`src/rtl/instr_fetch_queue.sv`:
```
// instr_fetch_queue: decouples the PC register from a pipelined, in-order
// instruction memory. The block issues fetch requests only while a credit is
// free, tags each request with the current epoch, and drops responses that
// belong to an epoch a redirect has already cancelled. Surviving responses
// sit in a small circular buffer whose head drives the decode-side outputs.
//
// Handshake rules: a request transfers on a cycle where imem_req_valid and
// imem_req_ready are both high; imem_req_valid never depends on
// imem_req_ready. Responses carry no ready and are always consumed; a
// response seen while nothing is in flight is ignored. The decode head
// transfers on a cycle where valid_d is high and stallD is low.
//
// Optional build macro FETCH_MISALIGN_CHECK_EN adds the fetch_fault output.
// When defined, a PC with nonzero low bits issues no request, holds the PC
// and sets fetch_fault until the next flush or reset.
module instr_fetch_queue #(
    parameter int          XLEN      = 32,
    parameter int          DEPTH     = 2,
    parameter logic [31:0] NOP_INSTR = 32'h00000013
) (
    input  logic            clk,
    input  logic            rst,
    input  logic [XLEN-1:0] pc_in,
    input  logic            flush,
    input  logic            stallD,
    output logic            stallF,
    output logic            imem_req_valid,
    input  logic            imem_req_ready,
    output logic [XLEN-1:0] imem_req_addr,
    input  logic            imem_rsp_valid,
    input  logic [31:0]     imem_rsp_data,
    output logic            valid_d,
    output logic [31:0]     instr_d,
    output logic [XLEN-1:0] pc_d,
    output logic [XLEN-1:0] pc_plus_4_d
`ifdef FETCH_MISALIGN_CHECK_EN
    ,
    output logic            fetch_fault
`endif
);

    localparam int AW = (DEPTH > 2) ? $clog2(DEPTH) : 1;
    localparam int CW = AW + 1;
    localparam logic [CW:0] DEPTH_W = (CW+1)'(DEPTH);

    // Tag FIFO: PC and epoch of every request still waiting for its response.
    logic [XLEN-1:0] tag_pc [DEPTH];
    logic            tag_ep [DEPTH];
    logic [AW-1:0]   tag_wr;
    logic [AW-1:0]   tag_rd;
    logic [CW-1:0]   inflight;
    logic            epoch;

    // Output buffer: responses that survived the epoch check.
    logic [31:0]     ob_instr [DEPTH];
    logic [XLEN-1:0] ob_pc    [DEPTH];
    logic [XLEN-1:0] ob_pc4   [DEPTH];
    logic [AW-1:0]   ob_head;
    logic [AW-1:0]   ob_tail;
    logic [CW-1:0]   occupancy;

    logic credit_ok;
    logic misaligned;
    logic accept;
    logic rsp_fire;
    logic rsp_keep;
    logic head_pop;

    // In-flight requests plus buffered words share one pool of DEPTH credits,
    // so a response always finds room in the output buffer.
    assign credit_ok = ({1'b0, inflight} + {1'b0, occupancy}) < DEPTH_W;

`ifdef FETCH_MISALIGN_CHECK_EN
    assign misaligned = (pc_in[1:0] != 2'b00) && !flush;
`else
    assign misaligned = 1'b0;
`endif

    assign imem_req_addr  = pc_in;
    assign imem_req_valid = !rst && !flush && !misaligned && credit_ok;
    assign accept         = imem_req_valid && imem_req_ready;
    assign stallF         = !accept && !flush;

    // A response with nothing in flight is a protocol error and is ignored.
    assign rsp_fire = imem_rsp_valid && (inflight != '0);
    assign rsp_keep = rsp_fire && (tag_ep[tag_rd] == epoch) && !flush;

    assign valid_d  = (occupancy != '0);
    assign head_pop = valid_d && !stallD;

    // Decode-side outputs come straight from buffer registers only.
    assign instr_d     = valid_d ? ob_instr[ob_head] : NOP_INSTR;
    assign pc_d        = valid_d ? ob_pc[ob_head]    : '0;
    assign pc_plus_4_d = valid_d ? ob_pc4[ob_head]   : '0;

    // Tag FIFO pointers, in-flight count and the redirect epoch.
    always_ff @(posedge clk or posedge rst) begin
        if (rst) begin
            tag_wr   <= '0;
            tag_rd   <= '0;
            inflight <= '0;
            epoch    <= 1'b0;
        end else begin
            if (accept)
                tag_wr <= tag_wr + AW'(1);
            if (rsp_fire)
                tag_rd <= tag_rd + AW'(1);
            if (accept && !rsp_fire)
                inflight <= inflight + CW'(1);
            else if (!accept && rsp_fire)
                inflight <= inflight - CW'(1);
            if (flush)
                epoch <= ~epoch;
        end
    end

    // Tag FIFO storage; contents are only read behind a valid pointer.
    always_ff @(posedge clk) begin
        if (accept) begin
            tag_pc[tag_wr] <= pc_in;
            tag_ep[tag_wr] <= epoch;
        end
    end

    // Output buffer pointers and occupancy; a redirect empties the buffer.
    always_ff @(posedge clk or posedge rst) begin
        if (rst) begin
            ob_head   <= '0;
            ob_tail   <= '0;
            occupancy <= '0;
        end else if (flush) begin
            ob_head   <= '0;
            ob_tail   <= '0;
            occupancy <= '0;
        end else begin
            if (rsp_keep)
                ob_tail <= ob_tail + AW'(1);
            if (head_pop)
                ob_head <= ob_head + AW'(1);
            if (rsp_keep && !head_pop)
                occupancy <= occupancy + CW'(1);
            else if (!rsp_keep && head_pop)
                occupancy <= occupancy - CW'(1);
        end
    end

    // Output buffer storage: instruction word, its PC and the wrapped PC+4.
    always_ff @(posedge clk) begin
        if (rsp_keep) begin
            ob_instr[ob_tail] <= imem_rsp_data;
            ob_pc[ob_tail]    <= tag_pc[tag_rd];
            ob_pc4[ob_tail]   <= tag_pc[tag_rd] + XLEN'(4);
        end
    end

`ifdef FETCH_MISALIGN_CHECK_EN
    // Sticky misalignment flag, cleared by a redirect.
    always_ff @(posedge clk or posedge rst) begin
        if (rst)
            fetch_fault <= 1'b0;
        else if (flush)
            fetch_fault <= 1'b0;
        else if (misaligned)
            fetch_fault <= 1'b1;
    end
`endif

endmodule

```
`config.mk`:
```
export PLATFORM = sky130hd
export DESIGN_NAME = instr_fetch_queue
export DESIGN_NICKNAME = d
export VERILOG_FILES = /design/src/rtl/instr_fetch_queue.sv
export SDC_FILE = /design/constraint.sdc
export NUM_CORES = 1
export LEC_CHECK = 0
export BUFFER_PORTS_ARGS = -buffer_cell sky130_fd_sc_hd__buf_4
export CELL_PAD_IN_SITES_DETAIL_PLACEMENT = 2
export CELL_PAD_IN_SITES_GLOBAL_PLACEMENT = 2
export CORE_MARGIN = 4
export CORE_UTILIZATION = 36
export CTS_BUF_LIST = sky130_fd_sc_hd__clkbuf_16
export CTS_CLUSTER_DIAMETER = 200
export DETAILED_ROUTE_END_ITERATION = 10
export PLACE_DENSITY_LB_ADDON = 0.1
export SLEW_MARGIN = 40
export SYNTH_ARGS = -nofsm -noshare
export SYNTH_HDL_FRONTEND = slang
export SYNTH_SLANG_ARGS = --single-unit
export TNS_END_PERCENT = 1
```
`constraint.sdc`:
```
create_clock -name clk -period 8.1 [get_ports clk]
set_input_delay 0 -clock clk [delete_from_list [all_inputs] [get_ports clk]]
set_output_delay 0 -clock clk [all_outputs]
set_load 0.01 [all_outputs]
```
==> impl_metrics.yaml, run 1 <==
outcome:
  outcome: "finished clean"
detailed_routing:
  remaining_drc_errors: 0
  route.vias.total: 6480
  vias_per_cell: 4.80
  drt_wl_total_mm: 28.1
  drtAntennaViolNets: 0
  drt-initial-drc-count: 370
  route.detailed.wl_per_inst_um: 20.8
  drt_pre_antenna_iters: 4
sta:
  unrepaired_setup_endpoints_after_global_routing: "no"
  post-route-period-util_pct: 38.6
  setup_violations: 0
  max-slew-margin-rel_pct: 47.9
  fin_worst_hold_slack_ps: 32.0
  setup_tns_final_ps: 0
  final_hold_vio_count: 0
  report.final.slew_viol_count: 0
  fmax_ghz: 0.320
  min_period_ps: 3120
  worst_slew_pin_slew_ps: 782
  clock-skew-final_ps: 12.8
cts:
  cts_buffer_count: 29
  cts.htree.levels: 1
  clock_tree.root_cell: "clkbuf_16"
  cts_tree: "done"
  post_cts_resized: 0
  worstSkewPairLatency_ps: 530
  buffer_levels_on_the_longest_clock_path: 3
  cts_hold_repair.buffers: 69
  clk_pin_slew_worst_paths_ps: 60
  clock_sinks: 263
  cts.repair_timing.setup_buffer_count: 0
floorplan:
  fp_rows: 63
  horizontal_extent_of_the_die_um: 183
  initial_core_util_pct: 36.7
  boundaryPins: 201
  die_area_um2: 33300
  die_h_um: 183
  floorplan.core_area_um2: 29900
setup_path:
  required_ps: 8360
  worst_path_max_fanout: 56
  worst-endpoint-arrival_ps: 3380
  worstSetupEndpointType: "flop"
  cp_class: "reg2reg"
  worst_setup_path_start_kind: "flop"
  r2r.worst_path.cells: 9
power:
  max-vdd-ir-drop_mv: 0.149
  power_per_cell_area_nw_per_um2: 290
  p_leak_nw: 5.16
global_route:
  grt_max_degree: 94
  gr-usage-met1_pct: 23.4
  grt_use_total_pct: 16.4
  overflow: 0
  groute.layer.met2.usage_pct: 26.8
  grt_pass1_vias: 7263
  grt_use_met3_pct: 2.73
  grt_most_used_layer: "met2"
  number_of_antenna_violations_at_the_first_check_in_global_routing: 0
  grt_pass1_wl_mm: 43.2
flow_run:
  maxCapViolCount: 0
synthesis:
  yosys_most_used_dff: "edfxtp_1"
  synth-edff-count: 254
  yosys_top_cell_area_share_pct: 69.6
  post_synthesis_sequential_area_ratio_pct: 71.6
  synth_seq_cells: 263
  synthesis.area_per_instance_um2: 15.8
  synth_fp_nets: 768
  post_synth_instance_area_um2: 11000
  yosysTopAreaCell: "edfxtp_1"
  synth_async_sr_flop_share_pct: 3.42
  synth_area_leaders: "edfxtp_1, mux2i_1, nor2_1, buf_4, mux2_2"
  synth_cell_types: 43
  postSynthCellCount: 695
  yosysWarnings: 0
cells_and_area:
  post_route_cells_drive_above_1_share_pct: 29.7
  synthToLayoutAreaGrowth_pct: 29.5
  num_antenna_cells: 0
  nets: 1014
placed_design:
  place.port_buffers: 200
  finalWeightedCongestion: 0.754
  place_hpwl_mm: 18.4
worst_hold_path:
  hold_path.class: "in2async"
[cell usage after synthesis, drive strengths merged (3+ instances only)]
cell and n:
nor2 102, nor3 5, clkbuf 15, dfrtp 9, inv 14, edfxtp 254
nand4b 7, mux2 22, xnor2 26, nand4 12, mux2i 105, and2 3
o21ai 4, and3 3, xor2 13, a21oi 3, nand2 19, nand3 11
buf 49
[power by group]
| part | total (W) | internal [W] | switching [W] |
|---|---|---|---|
| Combinational | 0.00118 | 0.000496 | 0.000686 |
| Clock | 0.00115 | 0.000642 | 0.000505 |
| Sequential | 0.00180 | 0.00172 | 0.0000727 |
| Total | 0.00412 | 0.00286 | 0.00126 |
[cells by family (layout without fill, tap and decap cells)]
logic type,count (synthesis),after routing,share of synthesized area [%]
XOR/XNOR,39,39,3.12
AND/OR/NAND/NOR,169,169,7.46
buffers and inverters,78,344,4.24
flip-flops,263,263,71.6
adder cells (fa/ha/maj),3,3,0.411
multiplexers,127,127,11.8
AO/OA/AOI/OAI,16,16,1.31
[stage by stage]
stage	utilization (%)	cells	cell area [µm²]	total power [W]	setup WS (ps)
floorplan	-	695	11000	0.00252	-93.8
detailed placement	42.4	1230	12700	0.00300	4960
CTS	47.5	1350	14200	0.00419	4960
global placement	42.3	1228	12600	0.00294	5180
finish	47.5	1351	14200	0.00412	4980
global route	47.5	1351	14200	0.00435	4760
[placed cells by master (no fill, tap or decap), drive strengths merged, types with 19 or more instances in the layout]
cell type,Yosys,layout
edfxtp,254,254
buf,49,210
mux2i,105,105
nor2,102,102
dlygate4sd3,0,69
clkbuf,15,29
xnor2,26,26
mux2,22,22
nand2,19,19
inv,14,19
[sequential cells by signal (all words and copies together), names as in the netlist]
name and cells:
ob_instr 64, ob_pc 64, tag_pc 64, ob_pc4 60
inflight 2, occupancy 2, tag_ep 2, epoch 1
ob_head 1, ob_tail 1, tag_rd 1, tag_wr 1
[layout make-up]
| type | instances | area, µm² |
|---|---|---|
| well taps | 390 | 488 |
| clock buffers | 29 | 726 |
| clock inverters | 22 | 95.1 |
| repair buffers | 279 | 2300 |
| fillers | 2796 | 15700 |
| flip-flops and latches | 263 | 7860 |
| inverters | 14 | 52.6 |
| multi-input cells | 354 | 2680 |
[routing by layer]
| metal | up-vias | routed length [µm] |
|---|---|---|
| met5 | - | 0 |
| met4 | 0 | 372 |
| met3 | 29 | 1430 |
| met2 | 169 | 13200 |
| met1 | 3266 | 13100 |
| li1 | 3016 | - |
[path summary, 6_finish.rpt]
kind | startpoint | end | slack [ps]
min in group clk | imem_rsp_data[30] | ob_instr[0][30]$_DFFE_PP_ | 200
min reg2reg | epoch$_DFFE_PP0P_ | tag_ep[1]$_DFFE_PP_ | 530
max | tag_rd$_DFFE_PP0P_ | ob_pc4[0][24]$_DFFE_PP_ | 4980
max in group asynchronous | rst | ob_head$_DFFE_PP0P_ | 7750
max reg2reg | tag_rd$_DFFE_PP0P_ | ob_pc4[0][24]$_DFFE_PP_ | 4980
min | rst | ob_tail$_DFFE_PP0P_ | 30
[worst max-delay path, cell delays in order, from the launching register on]
cell and delay [ps]:
dfrtp_2 360, buf_4 530, mux2i_1 240, inv_1 140, ha_1 250, inv_1 90, a211oi_2 430, and2_1 400
and4_1 260, xnor2_1 80
(Power assumes the default switching activity.)
==> run 2, diff against run 1 <==
--- a/config.mk
+++ b/config.mk
@@ -9,7 +9,7 @@
 export CELL_PAD_IN_SITES_DETAIL_PLACEMENT = 2
 export CELL_PAD_IN_SITES_GLOBAL_PLACEMENT = 2
 export CORE_MARGIN = 4
-export CORE_UTILIZATION = 36
+export CORE_UTILIZATION = 39
 export CTS_BUF_LIST = sky130_fd_sc_hd__clkbuf_16
 export CTS_CLUSTER_DIAMETER = 200
 export DETAILED_ROUTE_END_ITERATION = 10
==> constraint.sdc (replaced) <==
create_clock -name clk -period 3 [get_ports clk]
set_input_delay 0 -clock clk [delete_from_list [all_inputs] [get_ports clk]]
set_output_delay 0 -clock clk [all_outputs]
set_load 0.01 [all_outputs]
==> run 2 against run 1 <==
Compared with the run above: power rose to 2.8 times the previous value; fmax up 13%; global-route usage up 2.6 points; flip-flop and latch count unchanged; sequential share of layout area down 1.1 points; wire length up 6.6%; via count up 1.1%; critical endpoint is now ob_pc4[0][20]$_DFFE_PP_; die area down 7.4%.
==> impl_metrics.yaml, run 2 (synthesized netlist as in run 1, its figures left out) <==
global_route:
  grt_use_total_pct: 18.9
  grt_pass1_wl_mm: 45.8
  grt_pass1_vias: 7574
  number_of_antenna_violations_at_the_first_check_in_global_routing: 0
  overflow: 0
  grt_max_degree: 83
setup_path:
  required_ps: 3290
  worst_path_max_fanout: 14
  reg2reg_from: "tag_rd$_DFFE_PP0P_"
  crit_start: "tag_rd$_DFFE_PP0P_"
  cp_class: "reg2reg"
  endpoint: "ob_pc4[0][20]$_DFFE_PP_"
  r2r.worst_path.cells: 8
  slack_of_the_worst_reg_to_reg_path_ps: 240
  worstReg2RegEnd: "ob_pc4[0][20]$_DFFE_PP_"
  worst_setup_path_start_kind: "flop"
  worstSetupEndpointType: "flop"
  worst-endpoint-arrival_ps: 3050
detailed_routing:
  drt_pre_antenna_iters: 4
  vias_per_cell: 4.83
  route.detailed.wl_per_inst_um: 22.0
  drt-initial-drc-count: 446
  drtAntennaViolNets: 0
  drt_wl_total_mm: 29.9
  remaining_drc_errors: 0
  route.vias.total: 6551
cts:
  clock_sinks: 263
  cts_tree: "done"
  clock_tree.root_cell: "clkbuf_16"
  worstSkewPairLatency_ps: 550
  clk_pin_slew_worst_paths_ps: 60
  cts.htree.levels: 1
  cts_buffer_count: 30
  buffer_levels_on_the_longest_clock_path: 3
  cts.repair_timing.setup_buffer_count: 0
sta:
  fin_worst_hold_slack_ps: 190
  worst_slew_pin_slew_ps: 795
  max-slew-margin-rel_pct: 47.0
  report.final.slew_viol_count: 0
  unrepaired_setup_endpoints_after_global_routing: "no"
  setup_violations: 0
  min_period_ps: 2760
  post-route-period-util_pct: 91.9
  final_hold_vio_count: 0
  clock-skew-final_ps: 16.7
  fmax_ghz: 0.363
placed_design:
  place.port_buffers: 200
  place_hpwl_mm: 19.4
  finalWeightedCongestion: 0.758
  dpl.cell_count: 1231
floorplan:
  initial_core_util_pct: 39.5
  horizontal_extent_of_the_die_um: 176
  fp_rows: 61
  die_h_um: 176
  boundaryPins: 201
  floorplan.core_area_um2: 27800
  die_area_um2: 30900
cells_and_area:
  post_route_cells_drive_above_1_share_pct: 31.2
  finish.cell_count_without_fillers: 1357
  final_cell_mix: "edfxtp_1, buf_4, mux2i_1"
  synthToLayoutAreaGrowth_pct: 32.1
  nets: 1029
  postLayoutCoreUtil_pct: 52.2
  reg.largest.list: "ob_instr (64), ob_pc (64), tag_pc (64)"
  layout.cells.most_common: "edfxtp_1"
  num_antenna_cells: 0
power:
  power_per_cell_area_nw_per_um2: 806
  max-vdd-ir-drop_mv: 0.401
  total_power_w: 0.0117
  p_leak_nw: 5.31
flow_run:
  maxCapViolCount: 0
worst_hold_path:
  instance_count_along_the_most_critical_hold_path: 2
  hold_path.class: "in2reg"
outcome:
  outcome: "finished clean"
[run 2: through the flow]
step,setup TNS (ps),instance area (µm²),setup WS (ps)
after floorplan,-204490,11000,-1070
after global placement,0,12800,455
after detailed placement,0,12800,209
after CTS,0,14500,206
after global routing,0,14500,45.0
final,0,14500,243
[run 2: how the worst min path moves through the flow]
stage | start | to
after floorplan | rst | epoch$_DFFE_PP0P_
after global placement | rst | tag_wr$_DFFE_PP0P_
after detailed placement | rst | tag_wr$_DFFE_PP0P_
after CTS | imem_rsp_data[29] | ob_instr[1][29]$_DFFE_PP_
after global routing | imem_rsp_data[3] | ob_instr[1][3]$_DFFE_PP_
final | imem_rsp_data[1] | ob_instr[0][1]$_DFFE_PP_
[run 2: timing repair]
| item | CTS | global route |
|---|---|---|
| hold endpoints to repair | 144 | 0 |
| hold buffers | 71 | 0 |
| resized for setup | 0 | 1 |
| endpoints found under the setup margin | 0 | 34 |
[run 2: where the power goes]
group          switching [W]  internal [W]
registers           0.000275       0.00465
logic                0.00185       0.00144
clock network        0.00144       0.00202
total                0.00356       0.00811
[run 2: worst max-delay path, cell delays in order (launching register included)]
cell      delay, ps
dfrtp_2         600
mux2i_1         190
inv_1           130
ha_1            230
inv_1            70
a211oi_2        380
and2_1          370
nand3_1         140
xnor2_1         400
[run 2: routing by layer]
layer | part of all wire (%) | GRT usage [%] | up-vias
met1 | 44 | 24.8 | 3295
met3 | 5.1 | 3.77 | 26
li1 | - | - | 3046
met2 | 50 | 33.2 | 184
met4 | 1.2 | 3.51 | 0
met5 | 0 | 0 | -
[run 2: cell type report]
type | instances | area [µm²]
Fill cell | 2599 | 13300
Sequential cell | 263 | 7860
Multi-Input combinational cell | 354 | 2690
Timing Repair Buffer | 293 | 2480
Clock buffer | 31 | 776
Tap cell | 378 | 473
Clock inverter | 24 | 160
Inverter | 14 | 52.6
==> run 3, diff against run 2 <==
--- a/config.mk
+++ b/config.mk
@@ -13,7 +13,7 @@
 export CTS_BUF_LIST = sky130_fd_sc_hd__clkbuf_16
 export CTS_CLUSTER_DIAMETER = 200
 export DETAILED_ROUTE_END_ITERATION = 10
-export PLACE_DENSITY_LB_ADDON = 0.1
+export PLACE_DENSITY = 0.8
 export SLEW_MARGIN = 40
 export SYNTH_ARGS = -nofsm -noshare
 export SYNTH_HDL_FRONTEND = slang
==> run 3 against run 2 <==
Compared with the run above: critical path depth stayed put; clock skew shrank 2.2 ps; cell count shrank 0.22%; design area up 0.53%; non-clock buffer count is 4 lower; hold slack got worse by 4.2 ps; critical endpoint is now ob_pc4[1][24]$_DFFE_PP_; largest cell class unchanged.
==> impl_metrics.yaml, run 3 (synthesized netlist as in run 1, its figures left out) <==
outcome:
  outcome: "finished clean"
cells_and_area:
  layout.cells.most_common: "edfxtp_1"
  nets: 1025
  final_cell_mix: "edfxtp_1, buf_4, mux2i_1"
  post_route_cells_drive_above_1_share_pct: 31.5
  finish.cell_count_without_fillers: 1354
  synthToLayoutAreaGrowth_pct: 32.8
  reg.largest.list: "ob_instr (64), ob_pc (64), tag_pc (64)"
  multi_input_area_um2: 2690
  num_antenna_cells: 0
  fill_cells: 2549
  sequential_cell_area_um2: 7860
global_route:
  grt_pass1_vias: 7677
  grt_use_total_pct: 21.4
  grt_pass1_wl_mm: 50.5
  grt_most_used_layer: "met2"
  grt_use_met3_pct: 3.64
  grt_max_degree: 90
  overflow: 0
  gr-usage-met1_pct: 27.6
  groute.layer.met2.usage_pct: 38.4
  number_of_antenna_violations_at_the_first_check_in_global_routing: 0
sta:
  setup_violations: 0
  post-route-period-util_pct: 91.3
  worst_slew_pin_slew_ps: 677
  final_hold_vio_count: 0
  fmax_ghz: 0.365
  max-slew-margin-rel_pct: 54.8
  unrepaired_setup_endpoints_after_global_routing: "no"
  clock-skew-final_ps: 14.5
  fin_worst_hold_slack_ps: 186
  min_period_ps: 2740
  report.final.slew_viol_count: 0
  setup_tns_final_ps: 0
power:
  switchingPower_w: 0.00377
  clock_power_share_pct: 31.8
  total_power_w: 0.0122
  max-vdd-ir-drop_mv: 0.473
  net_sw_share_pct: 30.8
  power_report.internal_total_w: 0.00847
  p_leak_nw: 5.34
  seq_power_share_pct: 40.3
  p_comb_share_pct: 27.9
  power_per_cell_area_nw_per_um2: 840
detailed_routing:
  remaining_drc_errors: 0
  route.vias.total: 6801
  drt-initial-drc-count: 364
  route.detailed.wl_per_inst_um: 24.7
  vias_per_cell: 5.02
  drt_wl_total_mm: 33.5
  drtAntennaViolNets: 0
  drt_pre_antenna_iters: 5
floorplan:
  fp_rows: 61
  boundaryPins: 201
  horizontal_extent_of_the_die_um: 176
  initial_core_util_pct: 39.5
  floorplan.core_area_um2: 27800
  die_h_um: 176
  die_area_um2: 30900
setup_path:
  worst_path_max_fanout: 13
  worstReg2RegEnd: "ob_pc4[1][24]$_DFFE_PP_"
  slack_of_the_worst_reg_to_reg_path_ps: 260
  reg2reg_from: "tag_rd$_DFFE_PP0P_"
  worst-endpoint-arrival_ps: 2990
  worst_setup_path_start_kind: "flop"
  cp_class: "reg2reg"
  worstSetupEndpointType: "flop"
  required_ps: 3250
  r2r.worst_path.cells: 8
worst_hold_path:
  instance_count_along_the_most_critical_hold_path: 2
  holdCritStartpoint: "imem_rsp_data[21]"
  hold_path.class: "in2reg"
  hold_path_end: "ob_instr[0][21]$_DFFE_PP_"
cts:
  clk_pin_slew_worst_paths_ps: 60
  cts_tree: "done"
  clock_sinks: 263
  cts.repair_timing.setup_buffer_count: 0
  clock_tree.root_cell: "clkbuf_16"
  cts.htree.levels: 1
  buffer_levels_on_the_longest_clock_path: 3
  cts_buffer_count: 30
  worstSkewPairLatency_ps: 540
placed_design:
  dpl.cell_count: 1228
  finalWeightedCongestion: 0.761
  place.port_buffers: 200
  place_hpwl_mm: 21.5
flow_run:
  maxCapViolCount: 0
[run 3: cell count changes in the layout (fill, tap and decap cells not counted), sizes merged]
cell and change:
clkinvlp -2, clkinv +1, dlygate4sd3 -1, inv -2, buf -3, bufinv +4
[run 3: how the worst max path moves through the flow]
stage	start	to	slack [ps]	cells past startpoint
floorplan	tag_rd$_DFFE_PP0P_	ob_instr[1][0]$_DFFE_PP_	-1070	6
global placement	occupancy[0]$_DFFE_PP0P_	tag_pc[1][18]$_DFFE_PP_	530	5
detailed placement	tag_rd$_DFFE_PP0P_	ob_pc4[0][24]$_DFFE_PP_	320	8
CTS	tag_rd$_DFFE_PP0P_	ob_pc4[1][24]$_DFFE_PP_	270	8
global route	tag_rd$_DFFE_PP0P_	ob_pc4[1][24]$_DFFE_PP_	110	8
finish	tag_rd$_DFFE_PP0P_	ob_pc4[1][24]$_DFFE_PP_	260	8
[run 3: routing by layer]
| layer | part of all wire (%) | vias to the layer above | wire (µm) |
|---|---|---|---|
| met5 | 0 | - | 0 |
| met4 | 1.3 | 0 | 443 |
| met3 | 4.9 | 35 | 1650 |
| met2 | 52 | 205 | 17300 |
| met1 | 42 | 3521 | 14100 |
| li1 | - | 3040 | - |
[run 3: area by class of cell]
class / count / area share (%)
multi-input combinational: 354 / 18.5
tap: 378 / 3.25
clock buffer: 31 / 5.33
clock inverter: 25 / 1.85
sequential: 263 / 53.9
timing repair buffer: 289 / 16.8
inverter: 14 / 0.361
[run 3: timing repair]
action,in CTS,in global routing
hold buffers,70,0
gates resized for setup,0,1
endpoints found under the hold margin,147,0
setup endpoints to repair,0,2
[run 3: through the flow]
| stage | instance area [µm²] | util (%) | worst slack, ps |
|---|---|---|---|
| after global routing | 14600 | 52.4 | 110 |
| after detailed placement | 12800 | 46.1 | 315 |
| after global placement | 12800 | 46.1 | 533 |
| final | 14600 | 52.4 | 260 |
| after CTS | 14600 | 52.4 | 270 |
| after floorplan | 11000 | - | -1070 |
[run 3: critical path, stage by stage (launching register included)]
cell and delay (ps):
dfrtp_2 560, mux2i_1 200, inv_1 160, ha_1 270, inv_1 90, a211oi_2 410
and2_1 370, and4_1 270, xnor2_1 120
[run 3: power groups by stage]
stage	clock, W	combinational [W]	sequential (W)
global placement	0	0.00313	0.00494
global route	0.00415	0.00368	0.00497
floorplan	0	0.00193	0.00485
finish	0.00389	0.00341	0.00493
CTS	0.00395	0.00342	0.00493
detailed placement	0	0.00330	0.00500
